`config.mk`:
```
export PLATFORM = sky130hd
export DESIGN_NAME = apb_master_arbiter
export DESIGN_NICKNAME = d
export VERILOG_FILES = /design/src/rtl/apb_pkg.sv /design/src/rtl/rr_arbiter.sv /design/src/rtl/apb_master_arbiter.sv
export SDC_FILE = /design/constraint.sdc
export NUM_CORES = 1
export LEC_CHECK = 0
export BUFFER_PORTS_ARGS = -buffer_cell sky130_fd_sc_hd__buf_2
export CORE_ASPECT_RATIO = 1.4
export CORE_MARGIN = 1
export CORE_UTILIZATION = 48
export CTS_BUF_LIST = sky130_fd_sc_hd__clkbuf_8
export DETAILED_ROUTE_END_ITERATION = 7
export GPL_TIMING_DRIVEN = 0
export PLACE_DENSITY_LB_ADDON = 0.25
export SYNTH_ARGS = -nofsm -noshare
export SYNTH_HDL_FRONTEND = slang
export SYNTH_SLANG_ARGS = --single-unit
```
`constraint.sdc`:
```
create_clock -name pclk -period 3.76 [get_ports pclk]
set_input_delay 0.376 -clock pclk [delete_from_list [all_inputs] [get_ports pclk]]
set_output_delay 0.376 -clock pclk [all_outputs]
set_load 0.005 [all_outputs]
```
`src/rtl/apb_pkg.sv`:
```
// Shared types and default widths for the round-robin APB master.
package apb_pkg;

    typedef enum logic [1:0] {
        IDLE   = 2'b00,
        SETUP  = 2'b01,
        ACCESS = 2'b10
    } apb_state_e;

    localparam int APB_AW_DEFAULT = 5;
    localparam int APB_DW_DEFAULT = 32;

endpackage

```
`src/rtl/rr_arbiter.sv`:
```
// Combinational round-robin pick: first requester at or after (i_ptr + 1) mod NREQ.
module rr_arbiter #(
    parameter int NREQ = 4,
    parameter int PW   = $clog2(NREQ)
) (
    input  logic [NREQ-1:0] i_req,
    input  logic [PW-1:0]   i_ptr,
    output logic [NREQ-1:0] o_gnt,
    output logic [PW-1:0]   o_idx
);

    always_comb begin : pick
        logic [PW-1:0] idx;
        logic          found;
        o_gnt = '0;
        o_idx = '0;
        found = 1'b0;
        idx   = '0;
        // i_ptr holds the last winner, so the scan begins one past it
        for (int k = 1; k <= NREQ; k++) begin
            idx = PW'((int'(i_ptr) + k) % NREQ);
            if (!found && i_req[idx]) begin
                found      = 1'b1;
                o_gnt[idx] = 1'b1;
                o_idx      = idx;
            end
        end
    end

endmodule

```
`src/rtl/apb_master_arbiter.sv`:
```
// Round-robin APB master: arbitrates NREQ requesters onto one APB bus and
// runs the SETUP/ACCESS handshake with a bounded wait on pready.
module apb_master_arbiter
    import apb_pkg::*;
#(
    parameter int NREQ    = 4,
    parameter int AW      = APB_AW_DEFAULT,
    parameter int DW      = APB_DW_DEFAULT,
    parameter int TIMEOUT = 15
) (
    input  logic               pclk,
    input  logic               rst,
    input  logic [NREQ-1:0]    req,
    input  logic [NREQ-1:0]    req_write,
    input  logic [NREQ*AW-1:0] req_addr,
    input  logic [NREQ*DW-1:0] req_wdata,
    output logic [NREQ-1:0]    gnt,
    output logic               done,
    output logic               err,
    output logic [DW-1:0]      rdata,
    output logic               psel,
    output logic               penable,
    output logic               pwrite,
    output logic [AW-1:0]      paddr,
    output logic [DW-1:0]      pwdata,
    input  logic               pready,
    input  logic [DW-1:0]      prdata
);

    localparam int PW = $clog2(NREQ);
    localparam int CW = $clog2(TIMEOUT + 1);
    localparam logic [CW-1:0] LAST_WAIT = CW'(TIMEOUT - 1);
    localparam logic [PW-1:0] PTR_RESET = PW'(NREQ - 1);

    apb_state_e      r_state, w_stateNext;
    logic [NREQ-1:0] r_gnt, w_gntNext;
    logic            r_done, w_doneNext;
    logic            r_err, w_errNext;
    logic [DW-1:0]   r_rdata, w_rdataNext;
    logic            r_psel, w_pselNext;
    logic            r_penable, w_penableNext;
    logic            r_pwrite, w_pwriteNext;
    logic [AW-1:0]   r_paddr, w_paddrNext;
    logic [DW-1:0]   r_pwdata, w_pwdataNext;
    logic [CW-1:0]   r_cnt, w_cntNext;
    logic [PW-1:0]   r_ptr, w_ptrNext;

    logic [NREQ-1:0] w_arbGnt;
    logic [PW-1:0]   w_arbIdx;

    rr_arbiter #(
        .NREQ (NREQ),
        .PW   (PW)
    ) u_rr_arbiter (
        .i_req (req),
        .i_ptr (r_ptr),
        .o_gnt (w_arbGnt),
        .o_idx (w_arbIdx)
    );

    always_comb begin
        w_stateNext   = r_state;
        w_gntNext     = r_gnt;
        w_doneNext    = 1'b0;
        w_errNext     = 1'b0;
        w_rdataNext   = '0;
        w_pselNext    = r_psel;
        w_penableNext = r_penable;
        w_pwriteNext  = r_pwrite;
        w_paddrNext   = r_paddr;
        w_pwdataNext  = r_pwdata;
        w_cntNext     = r_cnt;
        w_ptrNext     = r_ptr;

        case (r_state)
            IDLE: begin
                w_gntNext = '0;
                // the completion cycle is never also an arbitration cycle
                if (!r_done && (|req)) begin
                    w_gntNext     = w_arbGnt;
                    w_pwriteNext  = req_write[w_arbIdx];
                    for (int i = 0; i < NREQ; i++) begin
                        if (w_arbGnt[i]) begin
                            w_paddrNext  = req_addr[i*AW +: AW];
                            w_pwdataNext = req_wdata[i*DW +: DW];
                        end
                    end
                    w_pselNext    = 1'b1;
                    w_penableNext = 1'b0;
                    w_ptrNext     = w_arbIdx;
                    w_stateNext   = SETUP;
                end
            end
            SETUP: begin
                w_penableNext = 1'b1;
                w_cntNext     = '0;
                w_stateNext   = ACCESS;
            end
            ACCESS: begin
                if (pready) begin
                    w_pselNext    = 1'b0;
                    w_penableNext = 1'b0;
                    w_doneNext    = 1'b1;
                    w_rdataNext   = r_pwrite ? '0 : prdata;
                    w_stateNext   = IDLE;
                end else if (r_cnt == LAST_WAIT) begin
                    w_pselNext    = 1'b0;
                    w_penableNext = 1'b0;
                    w_doneNext    = 1'b1;
                    w_errNext     = 1'b1;
                    w_stateNext   = IDLE;
                end else begin
                    w_cntNext = r_cnt + 1'b1;
                end
            end
            default: begin
                w_stateNext   = IDLE;
                w_gntNext     = '0;
                w_pselNext    = 1'b0;
                w_penableNext = 1'b0;
            end
        endcase
    end

    always_ff @(posedge pclk) begin
        if (!rst) begin
            r_state   <= IDLE;
            r_gnt     <= '0;
            r_done    <= 1'b0;
            r_err     <= 1'b0;
            r_rdata   <= '0;
            r_psel    <= 1'b0;
            r_penable <= 1'b0;
            r_pwrite  <= 1'b0;
            r_paddr   <= '0;
            r_pwdata  <= '0;
            r_cnt     <= '0;
            r_ptr     <= PTR_RESET;
        end else begin
            r_state   <= w_stateNext;
            r_gnt     <= w_gntNext;
            r_done    <= w_doneNext;
            r_err     <= w_errNext;
            r_rdata   <= w_rdataNext;
            r_psel    <= w_pselNext;
            r_penable <= w_penableNext;
            r_pwrite  <= w_pwriteNext;
            r_paddr   <= w_paddrNext;
            r_pwdata  <= w_pwdataNext;
            r_cnt     <= w_cntNext;
            r_ptr     <= w_ptrNext;
        end
    end

    assign gnt     = r_gnt;
    assign done    = r_done;
    assign err     = r_err;
    assign rdata   = r_rdata;
    assign psel    = r_psel;
    assign penable = r_penable;
    assign pwrite  = r_pwrite;
    assign paddr   = r_paddr;
    assign pwdata  = r_pwdata;

endmodule

```
==> results of run 1 <==
==> stage by stage <==
step                      setup WS, ns  hold WS [ns]  total power, W  std cells
final                            0.226         0.216         0.00460        969
after global placement           0.329         0.439         0.00397        953
after global routing            0.0154         0.198         0.00489        969
after detailed placement         0.227         0.445         0.00403        953
after floorplan                  0.860         0.448         0.00327        545
after CTS                        0.195         0.193         0.00463        969
==> how the worst max path moves through the flow <==
stage	startpoint	endpoint	slack (ns)	depth (start not counted)
2_1_floorplan	r_ptr[0]$_SDFFE_PN1P_	pwdata[11]$_SDFFE_PN0P_	0.86	11
3_3_place_gp	r_ptr[0]$_SDFFE_PN1P_	pwdata[9]$_SDFFE_PN0P_	0.33	11
3_5_place_dp	r_ptr[0]$_SDFFE_PN1P_	pwdata[8]$_SDFFE_PN0P_	0.23	11
4_1_cts	r_ptr[0]$_SDFFE_PN1P_	pwdata[8]$_SDFFE_PN0P_	0.20	11
5_1_grt	r_ptr[0]$_SDFFE_PN1P_	pwdata[8]$_SDFFE_PN0P_	0.02	11
6_report	r_ptr[0]$_SDFFE_PN1P_	pwdata[8]$_SDFFE_PN0P_	0.23	11
==> registers in the layout, indices dropped and copies added (netlist names), 2 cells and up <==
register and count:
gnt 4, r_cnt 4, pwdata 32, r_ptr 2
paddr 5, rdata 32
==> synth_stat cells, drive strengths merged, types with 7 or more instances <==
| master | count | area (um^2) |
|---|---|---|
| dfxtp | 85 | 1700 |
| nand2 | 55 | 282 |
| a21oi | 46 | 347 |
| inv | 46 | 173 |
| mux2i | 42 | 420 |
| a31oi | 41 | 257 |
| mux2 | 38 | 541 |
| o211ai | 38 | 435 |
| and2 | 32 | 200 |
| clkbuf | 22 | 82.6 |
| buf | 21 | 183 |
| ha | 13 | 163 |
| nor2 | 11 | 41.3 |
| o21ai | 7 | 35.0 |
==> worst reg2reg max path: cells and delay by family, from the launching register on <==
family	cells	cell delay (ns)
compound gates	5	0.93
buf+inv	3	0.91
mux	2	0.77
flops	1	0.49
fa+ha+maj	1	0.38
==> layer usage <==
metal	GRT usage, %	wire length [um]	vias to the layer above
li1	-	-	2494
met1	28.6	5980	2318
met2	47.9	7760	243
met3	4.95	999	31
met4	12.2	432	0
met5	0	0	-
==> power groups by stage <==
stage               combinational, W  sequential, W  clock [W]
global placement             0.00268        0.00129          0
finish                       0.00273        0.00128   0.000586
global route                 0.00294        0.00131   0.000646
CTS                          0.00274        0.00128   0.000606
floorplan                    0.00197        0.00130          0
detailed placement           0.00273        0.00130          0
==> cell type report <==
| type | count | area (um^2) |
|---|---|---|
| Multi-Input combinational cell | 371 | 3150 |
| Clock inverter | 7 | 50.0 |
| Fill cell | 951 | 3830 |
| Buffer | 43 | 265 |
| Inverter | 46 | 173 |
| Timing Repair Buffer | 267 | 1340 |
| Sequential cell | 85 | 1700 |
| Tap cell | 141 | 176 |
| Clock buffer | 9 | 124 |
==> cell families (layout without fill, tap and decap cells) <==
| logic type | Yosys count | count (layout) | synth area share (%) |
|---|---|---|---|
| compound gates | 151 | 151 | 23.8 |
| simple gates | 123 | 123 | 12.9 |
| buf+inv | 89 | 372 | 8.27 |
| flops | 85 | 85 | 32.1 |
| mux | 84 | 84 | 19.9 |
| fa+ha+maj | 13 | 13 | 3.07 |
==> metrics, run 1 <==
Die Y-Extent about 130 um; Clock transition at path regs 0.09 ns; fin crit period 3.53 ns; syn nets 749; Crit path max-delay family compound AO/OA/AOI/OAI gates; most frequent cells in the layout 272 x buf_2, 85 x dfxtp_1, 47 x inv_1; Slew @ Worst Pin slightly below 0.8 ns; Post-CTS Hold Buffers 0; Antenna diodes 0; # rows 45; Worst EP required approximately 4.1 ns; total grt overflow 0; most numerous cell on the critical path a21oi_2; TritonCTS Buffers 9; predominant post-synthesis flop cell dfxtp_1; CP Max Fanout 10; VDD IR max 356 uV; Power Internal between 0.002 and 0.003 W; Peak Freq about 0.28 GHz; fin crit share 94.0%; crit-path max cell delay a little under 0.6 ns; Lkg Pwr approximately 3.6 nW; final setup fails 0; die area between 10000 and 15000 um^2; clock group share of total power roughly an eighth; Hold Path Class in -> reg; Placed Area 6810 um^2; CTS sink count 85; RSZ-0062 raised after global routing false; total wire length 15.2 mm; Final Hold Violating Endpoints 0; clock root buffer master clkbuf_8; residual DRC count 0; CP cell instances buf_6, inv_1, ha_1, mux4_2, a21oi_2, o21ai_1, a22oi_1, clkbuf_1, mux2i_1, o211ai_2, a21oi_2; post-route setup TNS 0 ns; layout net count ~1000; critical path's slowest cell clkbuf_1; gp weighted congestion 0.879; Ports between 200 and 300; vias per std cell 5.25; Slew Limit Fails 0; post-synthesis register bit count between 80 and 90; CTS resizes 0; number of synthesized flops with an enable pin 0; first-pass GRT wire length around 24 mm; P_sw 0.00200 W; CTS tree yes; Max-cap violations 0; outcome finished clean; core area approximately 11000 um^2; Mean Syn Cell Area 9.71 um^2; clock skew about 0.0071 ns; post-CTS setup buffer count 0; Chip Width approximately 90 um; Startpoint Class register; Layout area overhead 31.9%; crit path DAT between 3 and 4 ns; share of layout cells above drive strength 1 52.3%; largest net degree at the start of global routing 16; Clock Latency Late Sink between 0.3 and 0.4 ns; Synth cell types 45; via count a little over 5000; setup slack, reg-to-reg 0.23 ns; post-route cell area approximately 7000 um^2; 1st-pass router iterations 4; YS warnings 0; Initial Utilization roughly half; vias in the first global route 5043; Hold Path Stages 2; Crit Path Class reg -> reg; Post-DRT Antenna Nets 0; Total GRT Usage about a quarter; worst reg2reg startpoint r_ptr[0]$_SDFFE_PN1P_; combinational share of power roughly three fifths; Power Density 659 nW/um^2; sequential share of power between 20 and 30%; hold wc startpoint prdata[22]; Slew Limit Headroom about half; Bufs and invs on worst path 3; final core occ ~65%; register area share after synthesis approximately a third; commonest non-fill, non-tap cell in the layout buf_2; htree depth 3; Post-synth ARST share 0%; Syn Std Cell Area roughly 5300 um^2; worst-case clock buffer depth 2; sw frac a little over two fifths; R2R Path End pwdata[8]$_SDFFE_PN0P_; WL/cell ~16 um; cells after synthesis ~550; PortBufs 267; number of DRC markers in iteration 0 180; antenna violations before repair 0; hold endpoint rdata[22]$_SDFF_PP0_; Reg2Reg Depth 11; kind of end point of the critical path register; Post-DP HPWL between 10 and 15 mm
Power figures use the tool's default switching activity.
==> inputs of run 2 (changes only) <==
REMOVE_ABC_BUFFERS = 1   (was unset)
==> metrics, run 2 (synthesis results as in run 1) <==
Antenna diodes 0 (unchanged); worst-case clock buffer depth 2 (unchanged); total grt overflow 0 (unchanged); sw frac 42.9% (-0.53 points); Post-DRT Antenna Nets 0 (unchanged); dpl cells 923 (-3.1%); CTS tree yes; clock group share of total power 13.6% (+0.9 points); VDD IR max 319 uV (-10%); Reg2Reg Depth 10 (-1); total wire length 14.7 mm (-2.9%); Layout area overhead 33.2%; Post-CTS Hold Buffers 0 (unchanged); 1st-pass router iterations 4 (unchanged); gp weighted congestion 0.883 (+0.52%); layout net count 1001 (-2.5%); WL/cell 15.6 um (-0.22%); Slew Limit Fails 0 (unchanged); sequential share of power 26.9% (-1.0 points); largest net degree at the start of global routing 40 (+24); first-pass GRT wire length 23.6 mm (-1.2%); clock skew 0.0120 ns (+0.00487 ns); PortBufs 268 (+0.37%); Total GRT Usage 25.7% (-0.44 points); Die Y-Extent 126 um (unchanged); crit-path max cell delay 0.75 ns (+0.17 ns); crit path DAT 3.77 ns (-0.05 ns); htree depth 3 (unchanged); Post-DP HPWL 11.3 mm (-6.9%); vias in the first global route 5103 (+1.2%); RSZ-0062 raised after global routing false; Slew @ Worst Pin 0.806 ns (+0.0376 ns); Initial Utilization 49.0% (unchanged); Startpoint Class register; Slew Limit Headroom 45.9% (-2.9 points); core area 10800 um^2 (unchanged); Lkg Pwr 3.58 nW (+0.61%); fin crit period 3.55 ns (+0.0211 ns); P_sw 0.00203 W (+1.9%); CP Max Fanout 19 (+9); commonest non-fill, non-tap cell in the layout buf_2; Worst EP required 3.98 ns (-0.07 ns); CP cell instances inv_1, ha_1, mux4_2, a21oi_2, o21ai_1, o21a_1, o41a_2, buf_16, o211ai_1, a21oi_1; Pwr Total 0.00475 W (+3.2%); die area 11500 um^2 (unchanged); final core occ 65.2% (+0.66 points); most frequent cells in the layout 268 x buf_2, 84 x dfxtp_1, 45 x inv_1; number of DRC markers in iteration 0 168 (-6.7%); Ports 269 (unchanged); Layout Cells excl Fill 943 (-2.7%); Clock transition at path regs 0.11 ns (+0.02 ns); combinational share of power 59.5% (about the same); clock root buffer master clkbuf_8; Crit Path Class reg -> reg; Peak Freq 0.281 GHz (-0.59%); antenna violations before repair 0 (unchanged); Hold Path Class in -> reg; kind of end point of the critical path register; residual DRC count 0 (unchanged); critical path's slowest cell o41a_2; outcome finished clean; share of layout cells above drive strength 1 54.9% (+2.6 points); Hold Path Stages 2 (unchanged); fin crit share 94.5% (+0.56 points); TritonCTS Buffers 9 (unchanged); Clock Latency Late Sink 0.36 ns (about the same); vias per std cell 5.29 (+0.72%); Max-cap violations 0 (unchanged); Fill cells 934 (-1.8%); post-route setup TNS 0 ns (unchanged); final setup fails 0 (unchanged); CTS sink count 85 (unchanged); Power Internal 0.00271 W (+4.1%); Chip Width 90.8 um (unchanged); # rows 45 (unchanged); Final Hold Violating Endpoints 0 (unchanged); Power Density 673 nW/um^2 (+2.1%); via count 4985 (-2.0%)
-- run 2: cell count changes in the layout (fill, tap and decap cells not counted), moves of 2 or more --
cell,previous run,this run
clkinv_4,0,2
buf_8,0,3
inv_8,0,4
clkbuf_1,22,0
buf_16,0,3
buf_6,10,3
clkinvlp_4,2,0
inv_6,3,0
nand2_1,25,23
buf_12,0,3
buf_2,272,268
inv_1,47,45
buf_4,6,4
-- run 2: power by group through the flow --
stage / Combinational [W] / Sequential [W] / Clock (W)
5_1_grt: 0.00305 / 0.00131 / 0.000708
2_1_floorplan: 0.00185 / 0.00131 / 0
3_5_place_dp: 0.00278 / 0.00130 / 0
3_3_place_gp: 0.00254 / 0.00127 / 0
4_1_cts: 0.00279 / 0.00128 / 0.000664
6_report: 0.00282 / 0.00128 / 0.000647
-- run 2: worst max-delay path, delay by kind of cell, from the launching register on --
kind / cells / cell delay (ns)
AO/OA/AOI/OAI: 6 / 1.43
adder cells (fa/ha/maj): 1 / 0.41
buffers and inverters: 2 / 0.48
flip-flops: 1 / 0.59
multiplexers: 1 / 0.49
-- run 2: layout make-up --
type	count	area, um^2	share of cell area [%]
Inverter	46	173	2.45
Timing Repair Buffer	284	1590	22.6
Clock inverter	7	78.8	1.12
Sequential cell	85	1700	24.1
Tap cell	141	176	2.50
Multi-Input combinational cell	371	3200	45.4
Clock buffer	9	124	1.76
-- run 2: path summary, 6_finish.rpt --
| path | from | slack (ns) | endpoint |
|---|---|---|---|
| min | prdata[31] | 0.20 | rdata[31]$_SDFF_PP0_ |
| max reg2reg | r_ptr[1]$_SDFFE_PN1P_ | 0.21 | pwdata[0]$_SDFFE_PN0P_ |
| min reg2reg | pwdata[1]$_SDFFE_PN0P_ | 0.45 | pwdata[1]$_SDFFE_PN0P_ |
| max | r_ptr[1]$_SDFFE_PN1P_ | 0.21 | pwdata[0]$_SDFFE_PN0P_ |
-- run 2: repair_timing --
item                                    CTS  global route
resized for setup                         4             2
endpoints found under the setup margin   37            37
pin swaps                                 1             2
buffers inserted                          0             4
-- run 2: per-layer routing --
metal	GRT usage (%)	routed length [um]
met2	49.2	7940
met1	26.7	5550
met4	10.2	350
met3	5.31	890
met5	0	0
-- run 2: metrics by stage --
step                      hold slack [ns]  setup WS, ns  instance area (um^2)
after floorplan                     0.448         -3.35                  5030
after global placement              0.437         -5.60                  6550
after detailed placement            0.440        -0.993                  6790
after CTS                           0.181       0.00335                  7010
after global routing                0.176        0.0190                  7050
final                               0.196         0.205                  7050
==> inputs of run 3 (changes only) <==
CORE_AREA = 2 2 105 107   (was unset)
CORE_ASPECT_RATIO = unset   (was 1.4)
CORE_MARGIN = unset   (was 1)
CORE_UTILIZATION = unset   (was 48)
DIE_AREA = 0 0 107 109   (was unset)
SYNTH_HIERARCHICAL = 1   (was unset)
==> metrics, run 3 <==
outcome finished clean; CP startpoint r_ptr[1]$_SDFFE_PN1P_; final core occ 57.2% (-8.1 points); cells after synthesis 436 (-20%); register area share after synthesis 39.5% (+7.3 points); first-pass GRT wire length 23.1 mm (-2.3%); Synth top cells by count 85 x dfxtp_1, 45 x nor2_1, 39 x mux2_2; setup slack, reg-to-reg 0.26 ns (+0.05 ns); WL/cell 19.1 um (+22%); via count 4720 (-5.3%); R2R Path End pwdata[10]$_SDFFE_PN0P_; Slew Limit Headroom 40.8% (-5.1 points); post-synthesis simple-gate area fraction 15.7% (+2.8 points); largest family of logic cells by synthesized area compound AO/OA/AOI/OAI gates; Clock Latency Late Sink 0.35 ns (about the same); clock skew 0.00987 ns (-0.00214 ns); share of layout cells above drive strength 1 51.8% (-3.1 points); area leader, netlist dfxtp_1; Compound-Gate Fraction of Synth Area 22.4% (-1.4 points); Slew @ Worst Pin 0.887 ns (+0.0809 ns); clock root buffer master clkbuf_8; Total GRT Usage 25.9% (+0.24 points); core area 10600 um^2 (-1.9%); TritonCTS Buffers 9 (unchanged); area of the multi-input gates 2500 um^2 (-22%); dpl cells 811 (-12%); worst hold slack 0.217 ns (+0.0219 ns); XOR/XNOR share of the synthesized area 0% (unchanged); largest net degree at the start of global routing 46 (+15%); post-synthesis register bit count 85 (unchanged); PortBufs 268 (unchanged); die area 11700 um^2 (+1.8%); final setup fails 0 (unchanged); 1st-pass router iterations 7 (+3); Chip Width 107 um (+18%); Ports 269 (unchanged); commonest non-fill, non-tap cell in the layout buf_2; # rows 38 (-16%); Startpoint Class register; layout net count 892 (-11%); fin crit period 3.50 ns (-0.0530 ns); htree depth 3 (unchanged); number of DRC markers in iteration 0 443 (+160%); Fill cells 968 (+3.6%); worst-case clock buffer depth 2 (unchanged); CTS sink count 85 (unchanged); most common cell in the netlist dfxtp_1; Slew Limit Fails 0 (unchanged); Post-DP HPWL 10.6 mm (-6.5%); total wire length 16.0 mm (+8.3%); Synth cell types 49 (+8.9%); Crit Path Class reg -> reg; worst reg2reg startpoint r_ptr[1]$_SDFFE_PN1P_; Power Density 699 nW/um^2 (+3.9%); post-CTS setup buffer count 0 (unchanged); post-synth top area share 39.5% (+7.3 points); Reg area 1710 um^2 (+0.22%); CTS tree yes; VDD IR max 359 uV (+13%); predominant post-synthesis flop cell dfxtp_1; Peak Freq 0.286 GHz (+1.5%); Post-DRT Antenna Nets 0 (unchanged); Clock transition at path regs 0.10 ns (about the same); residual DRC count 0 (unchanged); Post-synth ARST share 0% (unchanged); Layout Cells excl Fill 836 (-11%); vias in the first global route 4386 (-14%); number of synthesized flops with an enable pin 0 (unchanged); RSZ-0062 raised after global routing false; Hold Path Class in -> reg; most frequent cells in the layout 268 x buf_2, 83 x dfxtp_1, 45 x nor2_1; antenna violations before repair 3 (+3); vias per std cell 5.65 (+6.8%); CP Max Fanout 21 (+2); Lkg Pwr 2.85 nW (-20%); Final Hold Violating Endpoints 0 (unchanged); mux contribution to synthesized area 12.7% (-7.2 points); Worst EP required 3.96 ns (-0.02 ns); Synth area leaders dfxtp_1 39%, mux2_2 10%, a222oi_1 8.4%; Max-cap violations 0 (unchanged); CP Capture Point pwdata[10]$_SDFFE_PN0P_; Mean Syn Cell Area 9.89 um^2 (+1.8%); Initial Utilization 40.7% (-8.3 points); YS warnings 6 (+6); post-synthesis adder-cell area fraction 3.77% (+0.70 points); Layout area overhead 40.5%; Die Y-Extent 109 um (-14%); crit path DAT 3.70 ns (-0.07 ns); Reg2Reg Depth 12 (+2); kind of end point of the critical path register; gp weighted congestion 0.805 (-8.9%); total grt overflow 0 (unchanged); Syn Std Cell Area 4310 um^2 (-19%); fin crit share 93.1% (-1.4 points)
[run 3: changes by cell type in the layout (fill, tap and decap cells not counted), moves of 5 or more]
cell and delta:
mux2_1 -7, a31oi_1 -41, inv_1 -37, o211ai_2 -30, o211ai_1 -6, nor2_1 +34
a21oi_2 -31, mux2_4 -30, a222oi_1 +36, a211oi_1 +36, nand2_2 -31, mux2i_1 -38
a21oi_1 -5, mux2_2 +38
[run 3: how the worst min path moves through the flow]
stage | startpoint | end | slack (ns) | cells after the start
after floorplan | rst | r_ptr[0]$_SDFFE_PN1P_ | 0.44 | 1
after global placement | gnt[3]$_SDFFE_PN0N_ | gnt[3]$_SDFFE_PN0N_ | 0.44 | 2
after detailed placement | gnt[3]$_SDFFE_PN0N_ | gnt[3]$_SDFFE_PN0N_ | 0.45 | 2
after CTS | prdata[21] | rdata[21]$_SDFF_PP0_ | 0.20 | 2
after global routing | prdata[13] | rdata[13]$_SDFF_PP0_ | 0.21 | 2
final | prdata[25] | rdata[25]$_SDFF_PP0_ | 0.22 | 2
[run 3: power by group]
part / switching, W / internal [W]
Sequential: 0.000106 / 0.00108
Combinational: 0.00131 / 0.000997
Clock: 0.000346 / 0.000398
[run 3: kinds of logic after synthesis]
| group | after synthesis |
|---|---|
| AND/OR/NAND/NOR | 129 |
| multiplexers | 46 |
| flip-flops | 85 |
| adder cells (fa/ha/maj) | 13 |
| AO/OA/AOI/OAI | 116 |
| buffers and inverters | 47 |
[run 3: cell type report]
| class | instances | area share [%] |
|---|---|---|
| multi-input cells | 310 | 41.3 |
| flip-flops and latches | 85 | 28.2 |
| diodes | 3 | 0.124 |
| clock inverters | 6 | 1.55 |
| repair buffers | 273 | 23.2 |
| inverters | 9 | 0.558 |
| clock buffers | 10 | 2.27 |
| well taps | 140 | 2.89 |
[run 3: per-layer routing]
layer / global-route usage, % / share of wire (%)
met5: 0 / 0
met2: 47.1 / 51
met1: 30.4 / 39
met3: 4.84 / 7.7
met4: 9.18 / 1.9
[run 3: critical path: stages, from the launching register on]
cell and delay (ns):
dfxtp_2 0.47, inv_1 0.19, ha_2 0.50, mux4_2 0.44, nand2_1 0.14, o21ai_2 0.13, a221o_4 0.47, nor4_2 0.40
nor4b_4 0.09, buf_6 0.18, buf_8 0.17, nor2_1 0.11, a211oi_1 0.06
[run 3: repair_timing]
| item | CTS | global route |
|---|---|---|
| endpoints found under the setup margin | 37 | 37 |
| gates cloned | 6 | 0 |
| pin swaps | 1 | 0 |
| resized for setup | 11 | 4 |
| hold buffers | 0 | 0 |
[run 3: through the flow]
step / setup slack, ns / TNS (ns) / power [W] / area, um^2
6_report: 0.258 / 0 / 0.00424 / 6060
5_1_grt: 0.0629 / 0 / 0.00449 / 6060
4_1_cts: 0.0186 / 0 / 0.00423 / 6040
3_5_place_dp: -0.632 / -21.19 / 0.00327 / 5690
3_3_place_gp: -4.32 / -158.69 / 0.00332 / 5600
2_1_floorplan: -2.41 / -88.61 / 0.00255 / 4090
